**config.mk**
```make
export PLATFORM = sky130hd
export DESIGN_NAME = shift_reg_ctrl
export DESIGN_NICKNAME = d
export VERILOG_FILES = /design/src/rtl/shift_reg_ctrl_pkg.sv /design/src/rtl/shift_ctrl_counter.sv /design/src/rtl/shift_reg_ctrl.sv
export SDC_FILE = /design/constraint.sdc
export NUM_CORES = 1
export LEC_CHECK = 0
export CAP_MARGIN = 40
export CELL_PAD_IN_SITES_DETAIL_PLACEMENT = 2
export CELL_PAD_IN_SITES_GLOBAL_PLACEMENT = 2
export CORE_UTILIZATION = 33
export CTS_BUF_LIST = sky130_fd_sc_hd__clkbuf_8
export DETAILED_ROUTE_END_ITERATION = 10
export PLACE_DENSITY_LB_ADDON = 0.1
export SKIP_LAST_GASP = 1
export SLEW_MARGIN = 25
export SYNTH_ARGS = -nofsm -noshare
export SYNTH_HDL_FRONTEND = slang
export SYNTH_SLANG_ARGS = --single-unit
```
**constraint.sdc**
```tcl
create_clock -name CLK -period 2.7 [get_ports CLK]
set_input_delay 0.27 -clock CLK [delete_from_list [all_inputs] [get_ports CLK]]
set_output_delay 0.27 -clock CLK [all_outputs]
set_load 0.02 [all_outputs]
```
**src/rtl/shift_reg_ctrl_pkg.sv**
```systemverilog
`default_nettype none
// ============================================================================
// Module      : shift_reg_ctrl_pkg
// Description : Shared encodings for the universal shift register sequencer:
//               register mode codes, shift direction codes and FSM states.
// Revision    : 1.0 - initial release
// ============================================================================
package shift_reg_ctrl_pkg;

  // Register mode codes driven on SR_MODO
  localparam logic [1:0] c_mode_hold  = 2'b00;
  localparam logic [1:0] c_mode_shift = 2'b01;
  localparam logic [1:0] c_mode_load  = 2'b10;

  // Register shift direction codes driven on SR_DIR
  localparam logic c_dir_left  = 1'b1;
  localparam logic c_dir_right = 1'b0;

  // Sequencer states
  typedef enum logic [1:0] {
    S_IDLE  = 2'd0,
    S_LOAD  = 2'd1,
    S_SHIFT = 2'd2,
    S_GAP   = 2'd3
  } state_t;

endpackage : shift_reg_ctrl_pkg
`default_nettype wire

```
**src/rtl/shift_ctrl_counter.sv**
```systemverilog
`default_nettype none
// ============================================================================
// Module      : shift_ctrl_counter
// Description : Loadable down-counter that stops at zero. Times both the
//               SHIFT bit count and the GAP idle count of the sequencer.
// Revision    : 1.0 - initial release
// ============================================================================
module shift_ctrl_counter #(
  parameter int CNT_W = 2
) (
  input  logic             clk,
  input  logic             rst_n,
  input  logic             i_load,
  input  logic [CNT_W-1:0] i_load_val,
  input  logic             i_dec,
  output logic             o_zero
);

  logic [CNT_W-1:0] count_q;
  logic [CNT_W-1:0] count_d;

  // Next count: a load takes priority, otherwise decrement and hold at zero
  always_comb begin
    count_d = count_q;
    if (i_load) begin
      count_d = i_load_val;
    end else if (i_dec && (count_q != '0)) begin
      count_d = count_q - CNT_W'(1);
    end
  end

  // Count register
  always_ff @(posedge clk or negedge rst_n) begin
    if (!rst_n) begin
      count_q <= '0;
    end else begin
      count_q <= count_d;
    end
  end

  assign o_zero = (count_q == '0);

endmodule : shift_ctrl_counter
`default_nettype wire

```
**src/rtl/shift_reg_ctrl.sv**
```systemverilog
`default_nettype none
// ============================================================================
// Module      : shift_reg_ctrl
// Description : Sequencer for the 4-bit universal shift register family.
//               Accepts words over valid/ready, loads them into the register,
//               shifts them out serially and qualifies the returned S_OUT
//               stream with BIT_VALID, DONE and a saturating frame count.
// Revision    : 1.0 - initial release
// ============================================================================
module shift_reg_ctrl #(
  parameter int   WIDTH     = 4,
  parameter int   FRAME_GAP = 1,
  parameter logic FILL_BIT  = 1'b0
) (
  input  logic             CLK,
  input  logic             RESET_L,
  input  logic             CMD_VALID,
  output logic             CMD_READY,
  input  logic [WIDTH-1:0] CMD_DATA,
  input  logic             CMD_DIR,
  input  logic             ABORT,
  output logic             SR_ENB,
  output logic [1:0]       SR_MODO,
  output logic             SR_DIR,
  output logic [WIDTH-1:0] SR_D,
  output logic             SR_S_IN,
  input  logic             SR_S_OUT,
  output logic             BIT_VALID,
  output logic             BIT_OUT,
  output logic             DONE,
  output logic [7:0]       FRAME_CNT
);

  import shift_reg_ctrl_pkg::*;

  // One counter serves both phases, so size it for the longer of the two
  localparam int CNT_MAX = (WIDTH > FRAME_GAP) ? WIDTH : FRAME_GAP;
  localparam int CNT_W   = (CNT_MAX < 2) ? 1 : $clog2(CNT_MAX);
  localparam logic [CNT_W-1:0] c_shift_load = CNT_W'(WIDTH - 1);
  localparam logic [CNT_W-1:0] c_gap_load   = CNT_W'(FRAME_GAP - 1);

  state_t             state_q, state_d;
  logic [WIDTH-1:0]   data_q, data_d;
  logic               dir_q, dir_d;
  logic               bit_valid_q, bit_valid_d;
  logic               done_q, done_d;
  logic [7:0]         frame_cnt_q, frame_cnt_d;
  logic               sr_enb_q, sr_enb_d;
  logic [1:0]         sr_modo_q, sr_modo_d;

  logic               cnt_load;
  logic [CNT_W-1:0]   cnt_load_val;
  logic               cnt_dec;
  logic               cnt_zero;

  shift_ctrl_counter #(
    .CNT_W (CNT_W)
  ) u_counter (
    .clk        (CLK),
    .rst_n      (RESET_L),
    .i_load     (cnt_load),
    .i_load_val (cnt_load_val),
    .i_dec      (cnt_dec),
    .o_zero     (cnt_zero)
  );

  // Next-state, counter control and next values of the registered outputs
  always_comb begin
    state_d      = state_q;
    data_d       = data_q;
    dir_d        = dir_q;
    cnt_load     = 1'b0;
    cnt_load_val = '0;
    cnt_dec      = 1'b0;
    bit_valid_d  = 1'b0;
    done_d       = 1'b0;
    frame_cnt_d  = frame_cnt_q;

    // The count advances on the edge that ends the DONE cycle
    if (done_q && (frame_cnt_q != 8'hFF)) begin
      frame_cnt_d = frame_cnt_q + 8'd1;
    end

    case (state_q)
      S_IDLE: begin
        // ABORT has no meaning here; an offered command is always taken
        if (CMD_VALID) begin
          state_d = S_LOAD;
          data_d  = CMD_DATA;
          dir_d   = CMD_DIR ? c_dir_left : c_dir_right;
        end
      end
      S_LOAD: begin
        cnt_load = 1'b1;
        if (ABORT) begin
          state_d      = S_GAP;
          cnt_load_val = c_gap_load;
        end else begin
          state_d      = S_SHIFT;
          cnt_load_val = c_shift_load;
        end
      end
      S_SHIFT: begin
        // The bit shifted out this cycle appears on S_OUT next cycle
        bit_valid_d = !ABORT;
        if (ABORT || cnt_zero) begin
          state_d      = S_GAP;
          cnt_load     = 1'b1;
          cnt_load_val = c_gap_load;
          done_d       = !ABORT;
        end else begin
          cnt_dec = 1'b1;
        end
      end
      S_GAP: begin
        if (cnt_zero) begin
          state_d = S_IDLE;
        end else begin
          cnt_dec = 1'b1;
        end
      end
      default: begin
        state_d = S_IDLE;
      end
    endcase

    // Register controls follow the state being entered so they line up with it
    sr_enb_d  = (state_d == S_LOAD) || (state_d == S_SHIFT);
    sr_modo_d = (state_d == S_LOAD)  ? c_mode_load  :
                (state_d == S_SHIFT) ? c_mode_shift : c_mode_hold;
  end

  // Sequencer state and registered outputs
  always_ff @(posedge CLK or negedge RESET_L) begin
    if (!RESET_L) begin
      state_q     <= S_IDLE;
      data_q      <= '0;
      dir_q       <= c_dir_right;
      bit_valid_q <= 1'b0;
      done_q      <= 1'b0;
      frame_cnt_q <= 8'd0;
      sr_enb_q    <= 1'b0;
      sr_modo_q   <= c_mode_hold;
    end else begin
      state_q     <= state_d;
      data_q      <= data_d;
      dir_q       <= dir_d;
      bit_valid_q <= bit_valid_d;
      done_q      <= done_d;
      frame_cnt_q <= frame_cnt_d;
      sr_enb_q    <= sr_enb_d;
      sr_modo_q   <= sr_modo_d;
    end
  end

  assign CMD_READY = (state_q == S_IDLE);
  assign SR_ENB    = sr_enb_q;
  assign SR_MODO   = sr_modo_q;
  assign SR_DIR    = dir_q;
  assign SR_D      = data_q;
  assign SR_S_IN   = FILL_BIT;
  assign BIT_VALID = bit_valid_q;
  assign BIT_OUT   = bit_valid_q & SR_S_OUT;
  assign DONE      = done_q;
  assign FRAME_CNT = frame_cnt_q;

endmodule : shift_reg_ctrl
`default_nettype wire

```
==> results by stage <==
Status:
- The flow ran to the end, and the final reports show no timing, DRC or antenna violations.

Worst setup path:
- The critical path goes through inv_1 -> ha_1 -> clkdlybuf4s50_1.
- Data on the critical path is required at its endpoint by 2430 ps.
- The reg2reg setup slack is 980 ps.
- For this design, the slowest cell found on the critical path is clkdlybuf4s50_1.
- The delay of the slowest cell on the worst path is 640 ps.
- Data arrives at the worst endpoint at 1700 ps.
- The setup path with the least slack is of type reg2out.
- The dominant delay contributor by cell family on the critical path is buffers and inverters.
- Counting both buffers and inverters, the worst setup path holds a total of 2.
- The worst setup path is captured at an output port.
- The worst setup path is launched from a register.
- In this run the worst path has a maximum fanout of 6.

Power:
- Power comes to 1.573 mW.
- The switching power as a share of total power is 0.4067.
- Of the total power, combinational logic draws 0.543.
- Dividing total power by cell area gives a power density of 1046 mW/mm2.
- For this design the total switching power over the nets is 0.6398 mW.
- The total leakage power is 0.6571 nW.
- Cell internal power was estimated by the tool at 0.9332 mW.
- IR analysis of the VDD net gives a maximum drop of 0.3592 mV.
- The clock network fraction of total power is 0.127.
- Of the total power, registers draw 0.330.

Layout:
- The area growth from synthesis to layout is 34.60%.
- The number of antenna cells inserted is 0.
- The share of layout cells above drive strength 1 is 0.1324.
- Measured on the finished design, the core utilization comes to 0.4808.
- The area occupied by registers is 550.5 um2.
- The layout has 337 filler cells.
- The final layout contains 155 nets.
- The multi-input combinational cells in the finished layout cover a total of 529.3 um2.
- After routing the design area is 0.001504 mm2.

Synth:
- The register bit total from synthesis is 22.
- The flip-flop cell with the highest count after synthesis is dfrtp_1.
- The cell count after synthesis is 104.
- Synthesis produced a netlist with a net count of 121.
- The mean instance size in the synthesized netlist is 10.74 um2.
- The share of synthesized area in the top cell type comes to 0.4927.
- The post-synth design cell area is 0.001117 mm2.
- Yosys attributes the largest share of cell area to dfrtp_1, ha_1, mux2_2.
- Of the synthesized area, sequential elements account for 0.4927.
- The cell type with the highest aggregate area in the netlist is dfrtp_1.
- Of all flip-flops after synthesis, the portion carrying an async set or reset was 1.000.
- The number of different library cells used by synthesis comes to 31.
- For this run, the number of Yosys warnings is 0.
- The number of enable-type register cells in the synthesized netlist is 0.

Place:
- The detailed placer's ending HPWL is 2.234 mm.
- The final weighted congestion in routability-driven placement is 0.7451.
- Summing all placed instances gives a cell area of 0.001463 mm2.
- In this run the tool buffered the top-level ports with 29 buffer cells.

STA:
- The count of final max-slew check failures came to 0.
- The number of failing hold endpoints at the final stage was 0.
- Between clock sinks in the finished design, the worst skew comes to 2.102 ps.
- Timing would allow up to 508.4 MHz.
- In the finished design, the share of the clock period the worst path needs comes to 0.7285.
- Setup repair after global routing left no endpoint under its margin.
- Adding up every negative setup slack in the final design gives 0 ps.
- The final critical-path required period is 1967 ps.
- The final number of setup-violating endpoints is 0.

Clocking:
- The number of clock sinks is 22.
- The maximum level of the CTS H-tree is 1.
- The post-CTS setup buffer count is 0.
- The clock slew at the register clock pins of the worst setup and hold paths is 80 ps.
- The cell at the root of the clock tree is clkbuf_8.
- The clock tree from TritonCTS is built.
- In this run, CTS created clock tree buffers numbering 3.
- The quantity of gates resized following cts is 0.
- The clock passes through at most 2 buffers.
- The post-cts hold buffer count is 0.
- The latest clock arrival within the worst-skew pair is 260 ps.

Global route:
- The via count of the first global-routing pass is 976.
- The initial antenna violation count was 0.
- The total overflow left after global routing is 0.
- The pin count of the biggest net entering global routing is 23.
- The wire length of the first global-routing pass is 4.885 mm.
- The overall track demand over capacity in global routing is 0.1886.

Detailed routing:
- The routed layout has 886 vias.
- The final wirelength is 3.013 mm.
- The number of remaining DRC errors is 0.
- The pre-antenna-repair detailed-routing pass consisted of 2 iterations.
- In the routed layout, each cell is associated on average with a via count of 4.922.
- The routed wire length per instance is 16.74 um.
- The remaining number of nets flagged by the antenna check after routing is 0.
- The initial detailed-routing violation count is 4.

Run:
- The max-cap violation count is 0.

Floorplan:
- After floorplanning, the core was sized to cover 0.003128 mm2.
- The top-level I/O count is 31.
- The die outline height is 60.19 um.
- The die outline area is 0.003622 mm2.
- The cell row count is 20.
- The die span in x is 60.19 um.
- The effective utilization at floorplan is 0.3572.

Worst hold path:
- The type of the most critical hold path is in2async.
registers in the layout (all words and copies together), names as in the netlist:
name / count
FRAME_CNT: 8
u_counter.count_q: 2
SR_D: 4
SR_ENB: 1
DONE: 1
BIT_VALID: 1
SR_MODO: 2
state_q: 2
SR_DIR: 1
cell type report:
type,instances,area share
sequential,22,0.3661
multi-input combinational,73,0.3519
timing repair buffer,30,0.1980
tap,44,0.03661
clock buffer,3,0.02745
inverter,8,0.01997
metrics by stage:
step	hold WS (ps)	std cells	worst slack, ps
finish	386.5	180	733.2
global route	400.7	180	617.8
CTS	388.9	180	713.8
detailed placement	512.5	177	983.8
global placement	485.7	177	983.1
floorplan	-25.59	104	1135
layout by cell type (no fill, tap or decap), types with 3 or more instances in the layout:
cell              n
mux2_2            7
nor2_1            8
mux2i_1           4
clkdlybuf4s50_1  29
clkbuf_8          3
nand3_1           7
ha_1              7
inv_1             8
a21oi_1           7
o21ai_0           4
dfrtp_1          22
nand2_1           8
power groups by stage:
stage | combinational [mW] | sequential, mW | clock (mW)
2_1_floorplan | 0.439 | 0.608 | 0
3_3_place_gp | 0.814 | 0.514 | 0
3_5_place_dp | 0.858 | 0.527 | 0
4_1_cts | 0.869 | 0.523 | 0.210
5_1_grt | 0.942 | 0.536 | 0.219
6_report | 0.854 | 0.518 | 0.200
final timing paths:
kind                                           start      endpoint  depth (start not counted)
worst max-delay path                      state_q[0]     CMD_READY                          3
worst min-delay path                         RESET_L        SR_DIR                          2
worst max register to register  u_counter.count_q[0]        SR_ENB                          7
worst min register to register          FRAME_CNT[0]  FRAME_CNT[0]                          1
max in group asynchronous                    RESET_L  FRAME_CNT[1]                          2
min in group CLK                        FRAME_CNT[0]  FRAME_CNT[0]                          1
cells by family (layout without fill, tap and decap cells):
logic type               Yosys count  count (layout)  synth area share
buffers and inverters              9              41           0.03360
AO/OA/AOI/OAI                     19              19            0.1120
multiplexers                      11              11            0.1064
other                              1               1          0.003356
adder cells (fa/ha/maj)            7               7           0.07838
flip-flops                        22              22            0.4927
XOR/XNOR                           1               1          0.007840
AND/OR/NAND/NOR                   34              34            0.1658
cell usage after synthesis, types with 2 or more instances:
library cell  number
nor2_1             8
inv_1              8
dfrtp_1           22
a31oi_1            2
ha_1               7
o21ai_0            4
mux2_2             7
mux2i_1            4
nand3_1            7
nand2_1            8
a21oi_1            7
routing by layer:
layer	up-vias	routed length [um]	share of wire	global-route usage
met5	-	0	0	0
met4	0	34	0.011	0.06977
met3	2	85	0.028	0.01948
met2	17	1571	0.52	0.3391
met1	444	1322	0.44	0.2286
li1	423	-	-	-
(Power assumes the default switching activity.)
